File: config.mk
export PLATFORM = sky130hd
export DESIGN_NAME = shift_reg_seq_ctrl
export DESIGN_NICKNAME = d
export VERILOG_FILES = /design/src/rtl/shift_reg_seq_ctrl_pkg.sv /design/src/rtl/shift_count_down.sv /design/src/rtl/shift_reg_seq_ctrl.sv
export SDC_FILE = /design/constraint.sdc
export NUM_CORES = 1
export LEC_CHECK = 0
export ABC_AREA = 1
export CAP_MARGIN = 40
export CORE_MARGIN = 3
export CORE_UTILIZATION = 45
export DETAILED_ROUTE_END_ITERATION = 8
export MAX_ROUTING_LAYER = met4
export PLACE_DENSITY = 0.79
export SETUP_SLACK_MARGIN = 0.05
export SLEW_MARGIN = 10
export SYNTH_ARGS = -nofsm -noshare
export SYNTH_HDL_FRONTEND = slang
export SYNTH_SLANG_ARGS = --single-unit
File: constraint.sdc
create_clock -name CLK -period 2.3 [get_ports CLK]
set_input_delay 0.345 -clock CLK [delete_from_list [all_inputs] [get_ports CLK]]
set_output_delay 0.345 -clock CLK [all_outputs]
set_load 0.005 [all_outputs]
File: src/rtl/shift_reg_seq_ctrl_pkg.sv
// ============================================================================
// Module   : shift_reg_seq_ctrl_pkg
// Brief    : Shared op, mode and state encodings for the shift-register
//            command sequencer.
// Revision : 1.0 - initial release
// ============================================================================
`default_nettype none

package shift_reg_seq_ctrl_pkg;

   localparam logic [2:0] OP_NOP  = 3'b000;
   localparam logic [2:0] OP_LOAD = 3'b001;
   localparam logic [2:0] OP_SHR  = 3'b010;
   localparam logic [2:0] OP_SHL  = 3'b011;
   localparam logic [2:0] OP_ROR  = 3'b100;
   localparam logic [2:0] OP_ROL  = 3'b101;
   localparam logic [2:0] OP_ASR  = 3'b110;
   localparam logic [2:0] OP_CLR  = 3'b111;

   localparam logic [1:0] MODE_HOLD = 2'b00;
   localparam logic [1:0] MODE_SHR  = 2'b01;
   localparam logic [1:0] MODE_SHL  = 2'b10;
   localparam logic [1:0] MODE_LOAD = 2'b11;

   localparam logic [1:0] ST_IDLE  = 2'b00;
   localparam logic [1:0] ST_LOAD  = 2'b01;
   localparam logic [1:0] ST_SHIFT = 2'b10;
   localparam logic [1:0] ST_DONE  = 2'b11;

   function automatic logic op_is_parallel(input logic [2:0] op);
      return (op == OP_LOAD) || (op == OP_CLR);
   endfunction

endpackage

`default_nettype wire

File: src/rtl/shift_count_down.sv
// ============================================================================
// Module   : shift_count_down
// Brief    : Loadable down-counter tracking remaining shifts, with a last flag.
// Revision : 1.0 - initial release
// ============================================================================
`default_nettype none

module shift_count_down #(
   parameter int CNT_W = 3
) (
   input  logic             CLK,
   input  logic             Clear,
   input  logic             load,
   input  logic             dec,
   input  logic [CNT_W-1:0] load_value,
   output logic             last
);

   logic [CNT_W-1:0] r_count;

   always_ff @(posedge CLK) begin
      if (!Clear) begin
         r_count <= '0;
      end else if (load) begin
         r_count <= load_value;
      end else if (dec && (r_count != '0)) begin
         r_count <= r_count - 1'b1;
      end
   end

   assign last = (r_count == {{(CNT_W-1){1'b0}}, 1'b1});

endmodule

`default_nettype wire

File: src/rtl/shift_reg_seq_ctrl.sv
// ============================================================================
// Module   : shift_reg_seq_ctrl
// Brief    : Command sequencer driving a universal shift register's select,
//            serial and parallel inputs, with A_par feedback.
// Revision : 1.0 - initial release
// ============================================================================
`default_nettype none

module shift_reg_seq_ctrl
   import shift_reg_seq_ctrl_pkg::*;
#(
   parameter int WIDTH = 4,
   parameter int CNT_W = 3
) (
   input  logic             CLK,
   input  logic             Clear,
   input  logic             cmd_valid,
   output logic             cmd_ready,
   input  logic [2:0]       cmd_op,
   input  logic [WIDTH-1:0] cmd_data,
   input  logic [CNT_W-1:0] cmd_count,
   input  logic             cmd_fill,
   input  logic [WIDTH-1:0] A_par,
   output logic             s1,
   output logic             s0,
   output logic             MSB_in,
   output logic             LSB_in,
   output logic [WIDTH-1:0] I_par,
   output logic             busy,
   output logic             done
);

   logic [1:0]       r_state;
   logic [1:0]       w_next_state;
   logic [2:0]       r_op;
   logic [WIDTH-1:0] r_data;
   logic             r_fill;
   logic             w_accept;
   logic             w_last;
   logic [1:0]       w_mode;
   logic             w_msb;
   logic             w_lsb;
   logic [WIDTH-1:0] w_ipar;

   assign cmd_ready = (r_state == ST_IDLE) & Clear;
   assign w_accept  = cmd_valid & cmd_ready;

   always_ff @(posedge CLK) begin
      if (!Clear) begin
         r_state <= ST_IDLE;
         r_op    <= OP_NOP;
         r_data  <= '0;
         r_fill  <= 1'b0;
      end else begin
         r_state <= w_next_state;
         if (w_accept) begin
            r_op   <= cmd_op;
            r_data <= cmd_data;
            r_fill <= cmd_fill;
         end
      end
   end

   shift_count_down #(
      .CNT_W (CNT_W)
   ) u_count (
      .CLK        (CLK),
      .Clear      (Clear),
      .load       (w_accept),
      .dec        (r_state == ST_SHIFT),
      .load_value (cmd_count),
      .last       (w_last)
   );

   always_comb begin
      w_next_state = r_state;
      case (r_state)
         ST_IDLE: begin
            if (w_accept) begin
               if (op_is_parallel(cmd_op)) begin
                  w_next_state = ST_LOAD;
               end else if ((cmd_op == OP_NOP) || (cmd_count == '0)) begin
                  w_next_state = ST_DONE;
               end else begin
                  w_next_state = ST_SHIFT;
               end
            end
         end
         ST_LOAD:  w_next_state = ST_DONE;
         ST_SHIFT: if (w_last) w_next_state = ST_DONE;
         default:  w_next_state = ST_IDLE;
      endcase
   end

   // Serial feedback taps A_par combinationally so rotates see the current value.
   always_comb begin
      w_mode = MODE_HOLD;
      w_msb  = 1'b0;
      w_lsb  = 1'b0;
      w_ipar = '0;
      case (r_state)
         ST_LOAD: begin
            w_mode = MODE_LOAD;
            w_ipar = (r_op == OP_CLR) ? '0 : r_data;
         end
         ST_SHIFT: begin
            case (r_op)
               OP_SHR: begin w_mode = MODE_SHR; w_msb = r_fill;          end
               OP_ASR: begin w_mode = MODE_SHR; w_msb = A_par[WIDTH-1];  end
               OP_ROR: begin w_mode = MODE_SHR; w_msb = A_par[0];        end
               OP_SHL: begin w_mode = MODE_SHL; w_lsb = r_fill;          end
               OP_ROL: begin w_mode = MODE_SHL; w_lsb = A_par[WIDTH-1];  end
               default: w_mode = MODE_HOLD;
            endcase
         end
         default: w_mode = MODE_HOLD;
      endcase
   end

   // Clear masks every output so the register holds on the reset edge itself.
   assign s1     = Clear & w_mode[1];
   assign s0     = Clear & w_mode[0];
   assign MSB_in = Clear & w_msb;
   assign LSB_in = Clear & w_lsb;
   assign I_par  = Clear ? w_ipar : '0;
   assign busy   = Clear & (r_state != ST_IDLE);
   assign done   = Clear & (r_state == ST_DONE);

endmodule

`default_nettype wire
=== Word level (Yosys, flattened, before mapping) ===
Cells that the tools add are included.

* RAM bits: 0
* Memories kept: 0
* Latch bits: 0
* Output and inout bits: 11
* ROM bits: 0
* Flip-flop bits (word level): 13

* Bitwise operators: 8
* Multiplexer cells: 16
* Divide/modulo/power cells: 0
* Add/subtract/negate cells: 1
* Shift operators: 0
* Magnitude comparators: 0
* Equal/unequal tests: 14
* Multipliers: 0
* Reductions and logical operators: 12

{| class="wikitable"
|+ Operator list
! cell !! count
|-
| equality test 3 bit (second input constant) || 5
|-
| two-way mux 4 bit || 3
|-
| AND 1 bit || 8
|-
| one-hot mux 2 bit (2 select lines) || 2
|-
| equality test 3 x 1 -> 1 bit (second input constant) || 2
|-
| equality test 3 x 2 -> 1 bit (second input constant) || 2
|-
| zero test 3 bit || 2
|-
| two-way mux 2 bit || 3
|-
| two-way mux 3 bit || 2
|-
| one-hot mux 2 bit (3 select lines) || 1
|-
| equality test 2 bit (second input constant) || 2
|-
| nonzero test 2 bit || 2
|-
| two-way mux 1 bit || 3
|-
| one-hot mux 1 bit (3 select lines) || 1
|-
| nonzero test 3 bit || 1
|-
| OR reduction 3 bit || 1
|-
| subtractor 3 x 1 -> 3 bit (second input constant) || 1
|-
| equality test 2 x 1 -> 1 bit (second input constant) || 1
|-
| zero test 2 bit || 1
|-
| logical OR 1 bit || 2
|-
| != test 2 x 1 -> 1 bit (second input constant) || 1
|-
| != test 2 bit (second input constant) || 1
|-
| one-hot mux 1 bit (2 select lines) || 1
|-
| AND reduction 2 bit || 1
|-
| other kinds (2) || 2
|}

=== Depth between registers and ports, before layout ===
Gate-level depths: netlist (run 1).

* Depth in word-level cells: 6
* Gate-level depth with buffers: 8
* Mapped depth without buffers: 8

=== Cells and area by module ===
From an unflattened synthesis (run 1), not the netlist that was laid out.

* Cell total of the unflattened synthesis: 136
* Area, all modules: 883.3 um^2

{| class="wikitable"
|+ By module, submodules not included
! module !! area an instance (um^2) !! instances !! seq. area each (um^2) !! cells an instance
|-
| shift_reg_seq_ctrl || 648.1 || 1 || 200.2 || 101
|-
| shift_count_down || 235.2 || 1 || 60.1 || 35
|}

=== Worst setup path after synthesis (run 1) ===
No wires, ideal clock.

* Kind: register to output
* Start: register r_state[0]
* End: output s0
* Required time: 1.955 ns
* Arrival time: 0.975 ns
* Setup slack: 0.980 ns
* Cell stages (with the launch flop): 5
* Path through: dfxtp_1 inv_1 ha_1 inv_1 nor3_1

* Cells in the longest elaborated chain, start to end: 3
* Elaborated cells on any way between the ends: 4
* Classes of those cells: eq/ne (2); mux (1); bitwise (1)

{| class="wikitable"
|+ Ends and longest elaborated chain
! what !! line !! RTL
|-
| from (decl) || shift_reg_seq_ctrl.sv:33 || <nowiki>logic [1:0] r_state;</nowiki>
|-
| from (signal assigned) || shift_reg_seq_ctrl.sv:55 || <nowiki>r_state <= w_next_state;</nowiki>
|-
| equality test 2 bit or equality test 2 x 1 -> 1 bit (tied branches) || shift_reg_seq_ctrl.sv:101 || <nowiki>case (r_state)</nowiki>
|-
| one-hot mux 2 bit (2 select lines) * || shift_reg_seq_ctrl.sv:101 ||
|-
| AND 1 bit * || shift_reg_seq_ctrl.sv:122 || <nowiki>assign s0 = Clear & w_mode[0];</nowiki>
|-
| to (decl) || shift_reg_seq_ctrl.sv:25 || <nowiki>output logic s0,</nowiki>
|}

Every way passes the cells marked *; elsewhere a longest branch is shown, timed or not.

=== Worst setup path after layout (run 1) ===
* Start: input Clear
* End: output I_par[2]

* Cells in the longest elaborated chain, start to end: 1

{| class="wikitable"
|+ Ends and longest elaborated chain
! what !! line !! RTL
|-
| from (decl) || shift_reg_seq_ctrl.sv:16 || <nowiki>input logic Clear,</nowiki>
|-
| two-way mux 4 bit || shift_reg_seq_ctrl.sv:125 || <nowiki>assign I_par = Clear ? w_ipar : '0;</nowiki>
|-
| to (decl) || shift_reg_seq_ctrl.sv:28 || <nowiki>output logic [WIDTH-1:0] I_par,</nowiki>
|}

Every way passes these cells.

==> impl_metrics.tcl, run 1 <==
set metrics [dict create \
    seqCellArea_um2 263 \
    crit_path_cell_trace "clkdlybuf4s50_1, nand2_1, nor3b_1, clkdlybuf4s50_1" \
    max_stage_delay_ns 0.57 \
    setup_viol 0 \
    multi_input_area_um2 487 \
    grt_pass1_vias 748 \
    synth_edf_count 0 \
    drv_slew 0 \
    final.period_utilization_pct 94.1 \
    critical_path_class "in2out" \
    fp.coreArea_um2 1760 \
    critical-path-top-delay-family "buffers and inverters" \
    layout_common_cells "27 x nand2_1, 26 x clkdlybuf4s50_1, 21 x inv_1" \
    hold_start "r_data[0]" \
    timing.rr.start "r_state[0]" \
    whs_ns 0.454 \
    num_rows 15 \
    grt_usage_pct 16.8 \
    cp-startpoint "Clear" \
    area_growth_pct 39.1 \
    grt_pass1_wl_um 3170 \
    synth_area_um2 851 \
    synth_top_area_share_pct 30.6 \
    dpl_worst_slack_ns 0.145 \
    root_buffer "clkbuf_4" \
    totalWireLength_um 1850 \
    io_pins 29 \
    vias 855 \
    synth_area_per_cell_um2 6.65 \
    wl_per_cell_um 10.0 \
    grt_start_max_net_pins 17 \
    skew_ns 0.00208 \
    dp_hpwl_um 1460 \
    p_per_area_nw_per_um2 837 \
    worst_setup_path_start_kind "primary input" \
    antenna_found_initial 0 \
    dieArea_um2 2450 \
    cp-end-kind "output pin" \
    cp_data_arrival_time_ns 1.82 \
    hold_path_class "reg2reg" \
    cts_tree "done" \
    die_y_um 49.5 \
    dp.cells 180 \
    avgViaCountPerCell 4.65 \
    ys_types 20 \
    final-instance-count-excl-fill 184 \
    postRouteAntennaNets 0 \
    peakVddDrop_v 0.000484 \
    drv_cap 0 \
    drt-pass1-iter-count 4 \
    nets 186 \
    status "finished clean" \
    syn_inst 128 \
    worst_pin_slew_ns 0.438 \
    crit_path_frequent_cell "clkdlybuf4s50_1" \
    rsz0062_at_grt "false" \
    synthArstFlopShare_pct 0 \
    fillers 168 \
    htreeDepth 1 \
    final_common_cell "nand2_1" \
    synth_top_cells_by_area "dfxtp_1 31%, nand2_1 12%, ha_1 12%" \
    cts_sinks 13 \
    finalWeightedCongestion 0.838 \
    clk_pin_slew_ns 0.08 \
    globalRouteOverflowTotal 0 \
    final_hold_viol_count 0 \
    worst_slack_ns 0.137 \
    die_w_um 49.5 \
    cp_max_fo 6 \
    clkLatencyLatePin_ns 0.28 \
    path_buf_inv 2 \
    start_util_pct 48.2 \
    drtIter0Drc 13 \
    required_ns 1.96 \
    drc 0 \
    p_leak_nw 0.509 \
    slew_headroom_pct 70.5 \
    slowest_stage "clkdlybuf4s50_1" \
    post_route_cells_drive_above_1_share_pct 8.18 \
    numCtsBuffers 3 \
    seq_area_frac_synth_pct 30.6 \
    synthFlopType "dfxtp_1" \
    synth_fp_nets 154 \
    num_antenna_cells 0 \
    fmax_mhz 462 \
    finalSetupTns_ns 0 \
    cts_buffer_depth 2 \
    synth.ff_latch_count 13 \
    fin_crit_ns 2.16 \
    ys_warn_count 0 \
    synth_top_area_cell "dfxtp_1" \
    port_buffers 26 \
]
## cell type report
type / count / share of cell area [%]
sequential: 13 / 22.2
tap: 25 / 2.64
clock buffer: 4 / 2.22
multi-input combinational: 90 / 41.1
inverter: 21 / 6.66
timing repair buffer: 31 / 25.2
## sequential cells by signal (all words and copies together) (netlist names)
name             cells
r_data               4
r_state              2
r_fill               1
u_count.r_count      3
r_op                 3
## cell families after synthesis
group / count (synthesis) / synth area share, %
simple gates: 51 / 26.6
compound gates: 30 / 17.8
xor+xnor: 1 / 1.03
fa+ha+maj: 8 / 11.8
flops: 13 / 30.6
buf+inv: 25 / 12.2
## per-stage QoR
step	utilization [%]	power, mW	cell area (µm²)
6_report	67.1	0.991	1180
5_1_grt	67.1	1.09	1180
4_1_cts	67.0	0.992	1180
3_5_place_dp	65.5	0.842	1150
3_3_place_gp	65.5	0.828	1150
2_1_floorplan	-	0.690	851
## cell usage after synthesis (4+ instances only)
master	n
nand2_1	27
dfxtp_1	13
nor2_1	4
nor3_1	9
nand3_1	7
a21oi_1	16
inv_1	21
ha_1	8
o21ai_0	12
## worst register-to-register path: stages, from the launching register on
cell	delay (ns)
dfxtp_2	0.35
inv_1	0.08
ha_1	0.28
nand3_2	0.28
buf_4	0.26
o21ai_0	0.15
a21oi_1	0.06
## path summary, 6_finish.rpt
path	endpoint	slack [ns]	cells past startpoint
worst max register to register	r_fill	0.73	6
worst min register to register	r_data[0]	0.45	2
worst min-delay path	r_data[0]	0.45	2
worst max-delay path	I_par[2]	0.14	4
## power breakdown
part | internal (mW) | switching [mW] | total, mW
clock network | 0.0674 | 0.0783 | 0.146
logic | 0.219 | 0.285 | 0.504
registers | 0.289 | 0.0519 | 0.341
total | 0.576 | 0.415 | 0.991
## routing by layer
layer	vias up	GRT usage (%)	routed length [µm]
li1	475	-	-
met1	356	21.9	921
met2	22	25.7	809
met3	2	3.93	100
met4	0	5.53	17
met5	-	-	0
## timing repair
action	CTS	global route
setup buffers	0	0
hold buffers	0	0
gates resized for setup	0	2
endpoints found under the setup margin	0	2
hold endpoints to repair	0	0
(Power assumes the default switching activity.)
==> run 2, diff against run 1 <==
--- a/config.mk
+++ b/config.mk
@@ -6,12 +6,12 @@
 export NUM_CORES = 1
 export LEC_CHECK = 0
 export ABC_AREA = 1
-export CAP_MARGIN = 40
 export CORE_MARGIN = 3
-export CORE_UTILIZATION = 45
+export CORE_UTILIZATION = 50
+export CTS_BUF_LIST = sky130_fd_sc_hd__clkbuf_4
 export DETAILED_ROUTE_END_ITERATION = 8
 export MAX_ROUTING_LAYER = met4
-export PLACE_DENSITY = 0.79
+export PLACE_DENSITY = 0.87
 export SETUP_SLACK_MARGIN = 0.05
 export SLEW_MARGIN = 10
 export SYNTH_ARGS = -nofsm -noshare
==> impl_metrics.tcl, run 2 (synthesis results as in run 1) <==
set metrics [dict create \
    area_growth_pct 36.2 \
    clkLatencyLatePin_ns 0.28 \
    cts_buffer_depth 2 \
    grt_pass1_vias 776 \
    io_pins 29 \
    post_route_cells_drive_above_1_share_pct 7.64 \
    slowest_stage "clkdlybuf4s50_1" \
    p_per_area_nw_per_um2 866 \
    fp.coreArea_um2 1560 \
    final_common_cell "nand2_1" \
    p_total_mw 1.00 \
    wl_per_cell_um 11.9 \
    cts_tree "done" \
    postRouteAntennaNets 0 \
    final.period_utilization_pct 95.0 \
    place_area_um2 1130 \
    die_y_um 47.3 \
    worst_setup_path_start_kind "flip-flop" \
    drv_slew 0 \
    die_w_um 47.3 \
    cp_data_arrival_time_ns 1.84 \
    largest_register_ffs 4 \
    top_regs "r_data x4, r_op x3, u_count.r_count x3" \
    totalWireLength_um 2060 \
    path_buf_inv 3 \
    start_util_pct 54.6 \
    fin_crit_ns 2.19 \
    whs_ns 0.460 \
    layout_common_cells "27 x nand2_1, 26 x clkdlybuf4s50_1, 21 x inv_1" \
    cts_hold_buf 0 \
    cts_sinks 13 \
    globalRouteOverflowTotal 0 \
    drt-pass1-iter-count 4 \
    numCtsBuffers 3 \
    cp-end-kind "output pin" \
    finalWeightedCongestion 0.902 \
    setup_viol 0 \
    htreeDepth 1 \
    dp_hpwl_um 1630 \
    design_area_um2 1160 \
    top_register "r_data" \
    peakVddDrop_v 0.000718 \
    dieArea_um2 2230 \
    dpl_worst_slack_ns 0.151 \
    root_buffer "clkbuf_4" \
    grt_usage_pct 20.3 \
    clk_pin_slew_ns 0.09 \
    status "finished clean" \
    worst_slack_ns 0.115 \
    vias 902 \
    final_hold_viol_count 0 \
    grt_pass1_wl_um 3140 \
    max_stage_delay_ns 0.55 \
    avgViaCountPerCell 5.21 \
    grt_start_max_net_pins 17 \
    rsz0062_at_grt "false" \
    skew_ns 0.00489 \
    crit_path_cell_trace "inv_1, ha_1, inv_1, nor3_1, clkdlybuf4s50_1" \
    nets 184 \
    antenna_found_initial 0 \
    num_antenna_cells 0 \
    fillers 138 \
    drc 0 \
    postCtsSetupRepairBufs 0 \
    crit_path_frequent_cell "inv_1" \
    slew_headroom_pct 72.7 \
    num_rows 14 \
    hold_path_class "reg2reg" \
    critical-path-top-delay-family "buffers and inverters" \
    port_buffers 26 \
    critical_path_class "reg2out" \
    finalSetupTns_ns 0 \
    p_leak_nw 0.503 \
    worst_pin_slew_ns 0.406 \
    cp_max_fo 5 \
    drv_cap 0 \
    drtIter0Drc 24 \
    required_ns 1.96 \
    fmax_mhz 458 \
]
[run 2: changes by cell type in the layout (fill, tap and decap cells not counted), sizes merged]
cell	change
clkinv	+1
buf	-2
clkbuf	-1
[run 2: final cells by class]
cell class                 count  area (µm²)  area share (%)
multi-input combinational     90         487            42.0
clock inverter                 1        5.00           0.432
tap                           16        20.0            1.73
sequential                    13         263            22.7
inverter                      21        78.8            6.80
timing repair buffer          29         283            24.4
clock buffer                   3        22.5            1.94
[run 2: worst min-delay path: stages (launching register included)]
cell and delay, ns:
dfxtp_1 0.30, inv_1 0.06, a21oi_1 0.06
[run 2: worst paths after layout]
path	startpoint	to	slack, ns	cells past startpoint
setup / recovery	r_state[0]	s1	0.11	5
setup reg to reg	r_state[0]	r_state[1]	0.71	8
hold reg to reg	r_data[3]	r_data[3]	0.46	2
hold / removal	r_data[3]	r_data[3]	0.46	2
[run 2: metal layers]
layer / track usage (%) / up-vias / wire length, µm
li1: - / 472 / -
met1: 24.8 / 399 / 929
met2: 32.4 / 26 / 995
met3: 2.68 / 5 / 97
met4: 9.94 / 0 / 40
met5: - / - / 0
[run 2: what timing repair did]
action | CTS | global route
endpoints found under the hold margin | 0 | 0
endpoints found under the setup margin | 1 | 4
gates resized for setup | 1 | 1
pin swaps | 0 | 0
[run 2: power breakdown]
part / switching [mW] / leakage [nW] / internal, mW
clock network: 0.0798 / 0.0177 / 0.0646
registers: 0.0501 / 0.108 / 0.289
logic: 0.303 / 0.377 / 0.217
[run 2: per-stage QoR]
step                util, %  instances
floorplan                 -        128
global route           74.3        173
detailed placement     72.4        169
finish                 74.3        173
global placement       72.4        169
CTS                    74.2        173
